===== src/rtl/alu_decode_stage.sv =====
// alu_decode_stage: RV32I OP/OP-IMM/LUI decode to ALU op + operands, one registered valid/ready stage.
// Define ALU_DECODE_ILLEGAL_CNT_EN to add a saturating illegal_count output.
module alu_decode_stage #(
  parameter logic RD_ZERO_SUPPRESS = 1'b1
) (
  input  logic        clk,
  input  logic        rst,
  input  logic        in_valid,
  output logic        in_ready,
  input  logic [31:0] instr,
  input  logic [31:0] rs1_data,
  input  logic [31:0] rs2_data,
  output logic        out_valid,
  input  logic        out_ready,
  output logic [4:0]  alu_op,
  output logic [31:0] operand_a,
  output logic [31:0] operand_b,
  output logic [4:0]  rd,
  output logic        reg_write,
  output logic        illegal
`ifdef ALU_DECODE_ILLEGAL_CNT_EN
  ,
  output logic [15:0] illegal_count
`endif
);
  localparam logic [4:0] OP_ADD = 5'd0, OP_SUB = 5'd1, OP_AND = 5'd2, OP_OR = 5'd3, OP_XOR = 5'd4,
                         OP_SLL = 5'd5, OP_SRL = 5'd6, OP_SRA = 5'd7, OP_SLT = 5'd8, OP_SLTU = 5'd9;
  logic [6:0]  opcode, f7;
  logic [2:0]  f3;
  logic [4:0]  base_op, d_op;
  logic [31:0] d_a, d_b;
  logic        d_ill, d_rw, shift, accept;
  logic        unused_rs1_idx;
  assign opcode = instr[6:0];
  assign f3 = instr[14:12];
  assign f7 = instr[31:25];
  assign unused_rs1_idx = ^instr[19:15];
  assign in_ready = !out_valid || out_ready;
  assign accept = in_valid && in_ready;
  always_comb begin
    case (f3)
      3'b000:  base_op = OP_ADD;
      3'b001:  base_op = OP_SLL;
      3'b010:  base_op = OP_SLT;
      3'b011:  base_op = OP_SLTU;
      3'b100:  base_op = OP_XOR;
      3'b101:  base_op = OP_SRL;
      3'b110:  base_op = OP_OR;
      default: base_op = OP_AND;
    endcase
  end
  always_comb begin
    d_op = OP_ADD;
    d_a = '0;
    d_b = '0;
    d_ill = 1'b1;
    shift = f3[1:0] == 2'b01;
    if (opcode == 7'b0110011) begin
      d_ill = !(f7 == 7'h00 || (f7 == 7'h20 && (f3 == 3'b000 || f3 == 3'b101)));
      d_op = f7[5] ? (f3[2] ? OP_SRA : OP_SUB) : base_op;
      d_a = rs1_data;
      d_b = rs2_data;
    end else if (opcode == 7'b0010011) begin
      d_ill = shift && !(f7 == 7'h00 || (f3[2] && f7 == 7'h20));
      d_op = (shift && f7[5]) ? OP_SRA : base_op;
      d_a = rs1_data;
      d_b = shift ? {27'b0, instr[24:20]} : {{20{instr[31]}}, instr[31:20]};
    end else if (opcode == 7'b0110111) begin
      d_ill = 1'b0;
      d_b = {instr[31:12], 12'b0};
    end
    // Illegal bundles carry a neutral ADD 0,0 so the ALU never sees garbage
    if (d_ill) begin
      d_op = OP_ADD;
      d_a = '0;
      d_b = '0;
    end
  end
  assign d_rw = !d_ill && !(RD_ZERO_SUPPRESS && instr[11:7] == 5'd0);
  always_ff @(posedge clk or posedge rst) begin
    if (rst) begin
      out_valid <= 1'b0;
      alu_op <= OP_ADD;
      operand_a <= '0;
      operand_b <= '0;
      rd <= '0;
      reg_write <= 1'b0;
      illegal <= 1'b0;
    end else if (in_ready) begin
      out_valid <= in_valid;
      if (in_valid) begin
        alu_op <= d_op;
        operand_a <= d_a;
        operand_b <= d_b;
        rd <= instr[11:7];
        reg_write <= d_rw;
        illegal <= d_ill;
      end
    end
  end
`ifdef ALU_DECODE_ILLEGAL_CNT_EN
  always_ff @(posedge clk or posedge rst) begin
    if (rst) illegal_count <= '0;
    else if (accept && d_ill && illegal_count != 16'hFFFF) illegal_count <= illegal_count + 16'd1;
  end
`else
  logic unused_accept;
  assign unused_accept = accept;
`endif
endmodule


===== config.mk =====
export PLATFORM = sky130hd
export DESIGN_NAME = alu_decode_stage
export DESIGN_NICKNAME = d
export VERILOG_FILES = /design/src/rtl/alu_decode_stage.sv
export SDC_FILE = /design/constraint.sdc
export NUM_CORES = 1
export LEC_CHECK = 0
export ABC_CLOCK_PERIOD_IN_PS = 3600
export CORE_UTILIZATION = 40
export DETAILED_ROUTE_END_ITERATION = 8
export PLACE_DENSITY = 0.81
export SKIP_LAST_GASP = 1
export SYNTH_ARGS = -nofsm -noshare
export SYNTH_HDL_FRONTEND = slang
export SYNTH_SLANG_ARGS = --single-unit

===== constraint.sdc =====
create_clock -name clk -period 3.6 [get_ports clk]
set_clock_uncertainty 0.15 [all_clocks]
set_input_delay 0.72 -clock clk [delete_from_list [all_inputs] [get_ports clk]]
set_output_delay 0.72 -clock clk [all_outputs]
set_load 0.02 [all_outputs]

### After elaboration in Yosys (flattened, before gate mapping)

Cells that the tools add are included.

| word-level totals | value |
|---|---|
| register bits after elaboration | 77 |

| cells by class | value |
|---|---|
| eq/ne operators | 11 |
| mux-type cells | 18 |
| reduce and logical (&&, ||, !) cells | 18 |

Operator list:

| cell | number |
|---|---|
| 2-to-1 mux 32 bit | 8 |
| one-hot mux 4 bit (7 select lines) | 1 |
| 2-to-1 mux 5 bit | 5 |
| == test 7 x 6 -> 1 bit, second input constant | 3 |
| == test 3 bit, second input constant | 3 |
| == test 7 x 5 -> 1 bit, second input constant | 1 |
| zero test 7 bit | 1 |
| == test 3 x 2 -> 1 bit, second input constant | 2 |
| logical AND 1 bit | 5 |
| zero test 1 bit | 5 |
| zero test 5 bit | 1 |
| logical OR 1 bit | 4 |
| == test 3 x 1 -> 1 bit, second input constant | 1 |
| zero test 3 bit | 1 |
| 2-to-1 mux 1 bit | 3 |
| 2-to-1 mux 3 bit | 1 |
| == test 2 x 1 -> 1 bit, second input constant | 1 |
| AND reduction 2 bit | 1 |

### Logic depth before layout (Yosys ltp)

| logic depth | value |
|---|---|
| word-level depth | 9 |
| mapped depth | 6 |
| depth with buffers taken out | 5 |

### Least setup slack after synthesis

No wires, ideal clock.

| path | value |
|---|---|
| path type | input to register |
| start point | in instr[29] |
| end point | reg operand_b[5] |
| library setup time | 0.074 ns |
| arrival | 2.237 ns |
| slack | 1.139 ns |
| stages | 6 |
| buffers on the path | 1 |
| path through | or4_1 nor3_2 o221ai_2 or3_4 buf_6 o21ai_2 |

| between the ends | value |
|---|---|
| word-level cells in the longest chain between the ends | 8 |
| elaborated cells on any way between the ends | 12 |

RTL lines:

| item | line | source |
|---|---|---|
| start: declaration | 10 | `input logic [31:0] instr,` |
| == test 7 x 6 -> 1 bit | 59, 64 |  |
| logical AND 1 bit | 64 | `d_ill = shift && !(f7 == 7'h00 \|\| (f3[2] && f7 == 7'h20));` |
| logical OR 1 bit | 64 |  |
| zero test 1 bit | 64 |  |
| logical AND 1 bit | 64 |  |
| 2-to-1 mux 1 bit | 63 | `end else if (opcode == 7'b0010011) begin` |
| 2-to-1 mux 1 bit * | 58 | `if (opcode == 7'b0110011) begin` |
| 2-to-1 mux 32 bit * | 73 | `if (d_ill) begin` |
| end signal: assignment | 85 | `operand_b <= '0;` |
| end signal: assignment | 94 | `operand_b <= d_b;` |
| end: declaration | 17 | `output logic [31:0] operand_b,` |

Every way passes the cells marked *; elsewhere a longest branch is shown, timed or not.
A chain may end at the register's enable or synchronous reset.

### Worst setup path after layout

| path | value |
|---|---|
| start point | in out_ready |
| end point | out in_ready |

| between the ends | value |
|---|---|
| word-level cells in the longest chain between the ends | 1 |

RTL lines:

| item | line | source |
|---|---|---|
| start: declaration | 14 | `input logic out_ready,` |
| logical OR 1 bit | 38 | `assign in_ready = !out_valid \|\| out_ready;` |
| end: declaration | 9 | `output logic in_ready,` |

Every way passes these cells.

==> results.py <==
metrics = {
    "global_route": {
        "grt.total_usage_pct": 22.63,
        "grt_max_degree": 77,
        "grt_pass1_wl_um": 15470,
        "grt_pass1_vias": 3108,
        "antenna_found_initial": 0,
        "grt_overflow": 0,
    },
    "pwr": {
        "power_density_nw_per_um2": 334.1,
        "peakVddDrop_v": 0.0002146,
        "power_leakage_uw": 0.002338,
        "power_uw": 1831,
    },
    "synthesis": {
        "post_synth.cell_area_avg_um2": 11.21,
        "synth_area_um2": 3420,
        "synth_seq_area_share_pct": 55.62,
        "synth_cell_types": 40,
        "synthCells": 305,
        "synth_edf_count": 0,
        "ys.warnings.count": 0,
        "synth-seq-cells": 76,
        "synth-async-reset-ratio_pct": 100.0,
        "syn_nets": 405,
        "synth_flop_cell": "dfrtp_1",
    },
    "cts": {
        "clockBufferDepth": 2,
        "path_clk_slew_ps": 80,
        "cts_tree": "built",
        "cts_num_sinks": 76,
        "cts_buffers": 9,
        "ctsResizeCount": 0,
        "post_cts.repair.setup_buffers": 0,
        "root_buffer": "clkbuf_8",
        "cts_htree_levels": 3,
        "clk_latency_ps": 340,
        "cts_hold_buf": 0,
    },
    "drt": {
        "drtPass1Iterations": 4,
        "drtAntennaViolNets": 0,
        "wl_per_cell_um": 17.08,
        "drc": 0,
        "routed-via-count": 3050,
        "drt_iter0_drc": 165,
        "viasPerCell": 5.205,
        "wirelength_um": 10010,
    },
    "die": {
        "die_x_um": 94.46,
        "boundaryPins": 178,
        "num_rows": 33,
        "dieArea_um2": 8923,
        "core_area_um2": 8258,
        "fp.dieH_um": 94.46,
        "start_util_pct": 41.41,
    },
    "final_layout": {
        "fillCellCount": 695,
        "nNetsFinal": 576,
        "diodes": 0,
        "final_area_um2": 5479,
        "drive_gt1_share_pct": 14.14,
        "final_util_pct": 66.35,
        "area_growth_pct": 60.23,
    },
    "sta": {
        "rsz0062_at_grt": "no",
        "post-route-period-util_pct": 78.00,
        "worst_pin_slew_ps": 1163,
        "fin_tns_setup_ps": 0,
        "finalHoldViolations": 0,
        "max-slew-margin-rel_pct": 22.04,
        "hold_ws_ps": 339.3,
        "finalCriticalPeriod_ps": 2808,
        "fmax_mhz": 356.1,
        "drv_slew": 0,
        "setup_viol": 0,
    },
    "place": {
        "dp_hpwl_um": 7359,
        "post_dp_cell_area_um2": 5279,
        "port_buffers": 176,
        "gp_congestion": 0.8188,
    },
    "worst_setup_path": {
        "critical_path_arrival_ps": 1940,
        "r2r_slack_ps": 1930,
        "reg2reg_from": "out_valid",
        "cp_max_fo": 3,
        "cp-start-kind": "input pin",
        "required_ps": 2730,
        "startpoint": "out_ready",
        "worstSetupEndpointType": "output port",
        "path_class": "input pin to output port",
    },
    "min_path": {
        "min_path_type": "flip-flop to flip-flop",
        "hold_path.startpoint": "operand_b[24]",
    },
    "run_status": {
        "status": "completed",
    },
    "run": {
        "drv_cap": 0,
    },
}
==> metal layers <==
layer / vias up / wire (um) / global-route usage, %
li1: 1441 / - / -
met1: 1468 / 4440 / 30.94
met2: 119 / 4751 / 35.21
met3: 22 / 575 / 5.072
met4: 0 / 242 / 8.333
met5: - / 0 / 0
==> Yosys cell counts, types with 2 or more instances <==
cell | n | share of area, %
or4_1 | 2 | 0.44
inv_1 | 6 | 0.66
a22o_1 | 33 | 8.5
buf_2 | 3 | 0.44
dfrtp_1 | 76 | 56
a22oi_1 | 6 | 1.3
o21ai_0 | 27 | 4.0
nor2_1 | 3 | 0.33
mux2_2 | 24 | 7.9
nand2b_1 | 3 | 0.55
o21ai_2 | 10 | 2.6
mux2i_1 | 7 | 2.0
nor3_2 | 2 | 0.59
nand3_1 | 2 | 0.29
clkbuf_1 | 15 | 1.6
buf_1 | 2 | 0.22
nand2_1 | 40 | 4.4
a21oi_1 | 21 | 3.1
clkbuf_2 | 2 | 0.29
==> report_power, final <==
part           internal [uW]  total [uW]  switching, uW
clock                    324         662            338
sequential               866         873           7.38
combinational            166         295            129
total                   1360        1830            475
==> final cells by class <==
type	instances	area [um^2]	share of cell area [%]
clock buffers	9	123.9	2.261
repair buffers	184	1834	33.48
multi-input cells	199	1388	25.33
well taps	105	131.4	2.398
flip-flops and latches	76	1902	34.71
inverters	6	23.77	0.4339
clock inverters	7	76.32	1.393
==> metrics by stage <==
step	setup slack [ps]	std cells
floorplan	791.7	305
global placement	581.3	570
detailed placement	474.2	570
CTS	790.0	586
global route	688.2	586
finish	791.9	586
==> state kept, by name, indices dropped and copies added, names as in the netlist <==
name       flops
rd             5
operand_a     32
illegal        1
operand_b     32
alu_op         4
reg_write      1
out_valid      1
==> path summary, 6_finish.rpt <==
| path | endpoint | cells after the start |
|---|---|---|
| setup / recovery | in_ready | 3 |
| hold / removal | operand_b[24] | 2 |
| setup reg to reg | alu_op[3] | 4 |
| hold reg to reg | operand_b[24] | 2 |
| max in group asynchronous | operand_b[24] | 3 |
| min in group asynchronous | operand_a[21] | 3 |
==> layout by cell type, fill, tap and decap left out, types with 2 or more instances in the layout <==
master / n
clkdlybuf4s50_1: 176
dfrtp_1: 76
nand2_1: 40
a22o_1: 33
o21ai_0: 27
mux2_2: 24
a21oi_1: 21
o21ai_2: 10
clkbuf_8: 9
mux2i_1: 7
buf_4: 7
a22oi_1: 6
inv_1: 5
nand2b_1: 3
nor2_1: 3
or4_1: 2
nor3_2: 2
nand3_1: 2
clkinv_2: 2
clkinv_4: 2
clkinvlp_4: 2
==> worst max-delay path, stage by stage <==
cell             delay, ps
clkdlybuf4s50_1        440
nand2b_1               150
clkdlybuf4s50_1        620
==> cells by family (layout without fill, tap and decap cells) <==
logic type | after synthesis | in the layout | share of synthesized area [%]
DFF | 76 | 76 | 55.62
and+or+nand+nor | 61 | 61 | 8.819
buffers and inverters | 30 | 206 | 3.805
other | 1 | 1 | 0.1097
AOI/OAI and AO/OA | 106 | 106 | 21.70
muxes | 31 | 31 | 9.953
Note: power is estimated with default switching activity, not from simulation.
==> RTL change 1: new RTL, config.mk and constraints unchanged <==
`RD_ZERO_SUPPRESS`: 1'b1 -> 1'b0.
--- a/src/rtl/alu_decode_stage.sv
+++ b/src/rtl/alu_decode_stage.sv
@@ -3,3 +3,3 @@
 module alu_decode_stage #(
-  parameter logic RD_ZERO_SUPPRESS = 1'b1
+  parameter logic RD_ZERO_SUPPRESS = 1'b0
 ) (
Behaviour: not the same (a bounded check fails within 4 cycles, from zero or initial values and one cycle with rst high).
==> RTL change 1 against the unedited design <==
- global-route usage increased by 0.86 points
- routed wire length down 0.45%
- synthesized cell count rose by 1.3%
- die area is 0.82% lower
- setup slack got worse by 51 ps
- sequential share of layout area grew 0.43 points
- cell count increased by 0.17%
- power is 2.0% lower
- design area fell by 1.2%
- sequential cell count is the same
- core utilization shrank 0.49 points
- synthesized area fell by 0.84%
- critical path type is now in2reg
- largest cell class unchanged
==> RTL change 1: results (changes against the unedited design) <==
- Outcome: finished, final reports clean
- Share of layout cells above drive strength 1: 0.1369 (-0.004443)
- Met2 routed WL: 4.722 mm (-0.61%)
- Dpl ws: 398.9 ps (-75.30 ps)
- Reg clk slew, reported paths: 80 ps (about the same)
- Synth top area cells: dfrtp_1, a22o_2, o21ai_0
- Reg2reg path depth: 6 (+2)
- Post-detailed-placement cell area: 5221 sq um (-1.1%)
- Worst slew pin tran: 855.1 ps (-308.0 ps)
- Sw Pwr: 432.6 uW (-8.9%)
- Antenna violation net count after detailed routing: 0 (unchanged)
- Crit-path max FO: 36 (+33)
- Critical path arrival: 2980 ps (+1040 ps)
- Largest net degree at the start of global routing: 63 (-18%)
- Synth cell types: 43 (+7.5%)
- Final wirelength: 9.965 mm (-0.45%)
- Port bufs: 176 (unchanged)
- Leakage power: 2.304 nW (-1.4%)
- Vias in the first global route: 3132 (+0.77%)
- WHS: 332.1 ps (-7.221 ps)
- 1st-iter DRT viols: 120 (-27%)
- DPL Wire Length: 7.254 mm (-1.4%)
- Post-synthesis net count: 409 (+0.99%)
- First-pass GRT wire length: 15.86 mm (+2.5%)
- Met1 WL: 4.345 mm (-2.1%)
- Sequential share of the synthesized area: 0.5609 (+0.004720)
- VDD IR max: 0.0001987 V (-7.4%)
- All-Layer GR Usage: 0.2349 (+0.008591)
- Post-synth top cells: dfrtp_1, nand2_1, o21ai_0
- Met3 routed WL: 816 um (+42%)
- CTS root buf: clkbuf_8
- Detail-routed via count per cell: 5.380 (+3.4%)
- Fmax achieved: 0.3498 GHz (-1.8%)
-- RTL change 1: power by group through the flow --
| stage | combinational [mW] | clock [mW] | sequential (mW) |
|---|---|---|---|
| 2_1_floorplan | 0.0970 | 0 | 0.908 |
| 3_3_place_gp | 0.281 | 0 | 0.890 |
| 3_5_place_dp | 0.285 | 0 | 0.891 |
| 4_1_cts | 0.287 | 0.651 | 0.874 |
| 5_1_grt | 0.307 | 0.694 | 0.876 |
| 6_report | 0.285 | 0.635 | 0.874 |
-- RTL change 1: kinds of logic after synthesis --
group | after synthesis | synth area share
compound gates | 114 | 0.2365
xor+xnor | 1 | 0.002583
buf+inv | 30 | 0.04428
flops | 76 | 0.5609
mux | 16 | 0.05129
other cells | 1 | 0.001106
simple gates | 71 | 0.1033
-- RTL change 1: routing by layer --
| metal | global-route usage | up-vias |
|---|---|---|
| li1 | - | 1461 |
| met1 | 0.3092 | 1545 |
| met2 | 0.3826 | 144 |
| met3 | 0.07282 | 8 |
| met4 | 0.04487 | 0 |
| met5 | 0 | - |
-- RTL change 1: stage by stage --
stage	power, mW	std cells
after floorplan	1.005	309
after global placement	1.172	572
after detailed placement	1.176	572
after CTS	1.812	587
after global routing	1.877	587
final	1.794	587
-- RTL change 1: path summary, 6_finish.rpt --
| path | to | start |
|---|---|---|
| max | operand_a[7] | instr[25] |
| min | operand_b[23] | operand_b[23] |
| max reg2reg | operand_a[7] | out_valid |
| min reg2reg | operand_b[23] | operand_b[23] |
| max in group asynchronous | illegal | rst |
| min in group asynchronous | operand_a[8] | rst |
-- RTL change 1: worst max-delay path, stage by stage --
cell and delay [ps]:
clkdlybuf4s50_1 500, nor4_4 390, a311oi_1 160, or4_4 510, a21oi_4 110, buf_4 370, a22o_2 210
-- RTL change 1: area by class of cell --
| class | count | area (sq um) |
|---|---|---|
| inverters | 5 | 20.02 |
| flip-flops and latches | 76 | 1902 |
| repair buffers | 183 | 1827 |
| well taps | 105 | 131.4 |
| multi-input cells | 203 | 1341 |
| clock buffers | 11 | 141.4 |
| clock inverters | 4 | 48.80 |
| fillers | 661 | 2805 |
==> RTL change 2: new RTL, config.mk and constraints unchanged <==
Made on the original files. Add a define of `ALU_DECODE_ILLEGAL_CNT_EN`.
--- a/src/rtl/alu_decode_stage.sv
+++ b/src/rtl/alu_decode_stage.sv
@@ -2,2 +2,4 @@
 // Define ALU_DECODE_ILLEGAL_CNT_EN to add a saturating illegal_count output.
+`define ALU_DECODE_ILLEGAL_CNT_EN
+
 module alu_decode_stage #(
Function (old outputs only; new: illegal_count): kept (Yosys induction, for registers that start in step).
==> RTL change 2 against the unedited design <==
- non-clock buffer count is 19 higher
- synthesized area is 23% higher
- setup slack worse by 39 ps
- combinational power is 70% higher
- highest routed layer unchanged
- power is 25% higher
- routed wire length is 19% higher
- design area is 18% higher
- sequential cell count is 16 higher
==> RTL change 2: results (changes against the unedited design) <==
- Outcome: finished, final reports clean
- Routability congestion estimate from global placement: 0.7973 (-2.6%)
- Post-CTS sizing: 0 (unchanged)
- Critical path arrival: 1980 ps (+40 ps)
- Share of layout cells above drive strength 1: 0.1144 (-0.02699)
- CTS root buf: clkbuf_8
- Slew HR: 0.5346 (+0.3142)
- Yosys Warn Count: 0 (unchanged)
- Synth top area cells: dfrtp_1, a22o_1, mux2_2
- All-Layer GR Usage: 0.2208 (-0.005490)
- Cells after Synth: 386 (+27%)
- Leakage power: 2.714 nW (+16%)
- Final net count: 673 (+17%)
- Slowest-stage cell, CP: clkdlybuf4s50_1
- Top_reg_cell synth: dfrtp_1
- Post-route insts no fill: 713 (+22%)
- Fill cells: 864 (+24%)
- Synth cell types: 48 (+20%)
- Reg clk slew, reported paths: ~90 ps
- Critical Path Start: out_ready
- Async SR Flop Fraction: 1.000 (unchanged)
- Num CTS Buffers: 9 (unchanged)
- Sequential share of the synthesized area: 0.5466 (-0.009522)
- # Post-CTS Setup Buffers: 0 (unchanged)
- CTS Buffer Depth: 2 (unchanged)
- 1st-iter DRT viols: 167 (+1.2%)
- Antenna cells: 0 (unchanged)
- Placed cell count: 697 (+22%)
- Min-delay src: operand_b[28]
- CTS tree: done
- Post-synth top cells: dfrtp_1, nand2_1, a22o_1
- Vias in the first global route: 3707 (+19%)
- Hold Path Class: reg2reg
- Antenna violation net count after detailed routing: 0 (unchanged)
- Post-synthesis net count: 487 (+20%)
- Routed len/inst: 16.64 um (-2.6%)
- First-pass GRT wire length: 19.28 mm (+25%)
- Depth of the CTS H-tree: 3 (unchanged)
- Initial antenna violation count: 0 (unchanged)
- Vias: 3758 (+23%)
- Worst path max stage delay: around 630 ps
- Port bufs: 192 (+9.1%)
- Worst skew pair latency: around 350 ps
- FF-to-FF Start: illegal_count[0]
- Initial DRT Pass Iterations: 4 (unchanged)
- DPL Wire Length: 8.660 mm (+18%)
- VDD IR max: 0.0002658 V (+24%)
- Crit-path max FO: 4 (+1)
- GRT overflow: 0 (unchanged)
- Area Overhead vs Synth: 53.09%
- Largest net degree at the start of global routing: 50 (-35%)
- Top Registers: operand_a x32, operand_b x32, illegal_count x16
==> RTL change 2: changes by cell type after synthesis, moves of 4 or more <==
cell	delta
nand4_1	+7
dfrtp_1	+16
clkbuf_1	+7
nor2_1	+4
nand2_1	+18
and3_1	+6
nand3_1	+9
xnor2_1	+12
==> RTL change 2: through the flow <==
step                setup slack, ps  total power [mW]  utilization  area, sq um  hold WS (ps)
floorplan                     338.0             1.394            -         4212         439.4
global placement              563.1             1.662       0.6101         6270         309.2
detailed placement            493.0             1.675       0.6101         6270         314.1
CTS                           747.1             2.313       0.6273         6447         336.0
global route                  611.8             2.398       0.6273         6447         365.4
finish                        752.9             2.289       0.6273         6447         337.4
==> RTL change 2: final timing paths <==
kind	slack [ps]	endpoint	cells past startpoint
worst min register to register	340	operand_b[28]	2
worst max-delay path	750	in_ready	3
min in group asynchronous	640	operand_a[20]	2
worst min-delay path	340	operand_b[28]	2
max in group asynchronous	1920	operand_a[7]	3
worst max register to register	1400	illegal_count[1]	6
==> RTL change 2: metal layers <==
metal,global-route usage,wire (um),up-vias
met4,0.07344,263,0
met3,0.04367,621,21
met5,0,0,-
met2,0.3661,5751,136
li1,-,-,1749
met1,0.2903,5229,1852
==> RTL change 2: where the power goes <==
group          leakage, nW  internal [mW]  switching (mW)  total, mW
sequential            1.25           1.08          0.0679       1.15
clock               0.0820          0.272           0.364      0.635
combinational         1.38          0.271           0.230      0.501
==> RTL change 2: kinds of logic after synthesis <==
kind of cell	count (synthesis)	share of synthesized area
and+or+nand+nor	114	0.1373
other	1	0.0008904
muxes	27	0.07041
DFF	92	0.5466
xor gates and xnor gates	15	0.03120
adders and majority gates	1	0.002970
buffers and inverters	31	0.03149
AOI/OAI and AO/OA	105	0.1791
==> RTL change 2: final cells by class <==
| class | count | area share |
|---|---|---|
| clock buffer | 11 | 0.02193 |
| inverter | 3 | 0.002135 |
| tap | 136 | 0.02639 |
| multi-input combinational | 263 | 0.2760 |
| sequential | 92 | 0.3571 |
| timing repair buffer | 203 | 0.3109 |
| clock inverter | 5 | 0.005628 |
==> RTL change 2: worst max-delay path: cells and delay by family <==
kind / cells / cell delay (ps)
buffers and inverters: 2 / 1070
AND/OR/NAND/NOR: 1 / 180
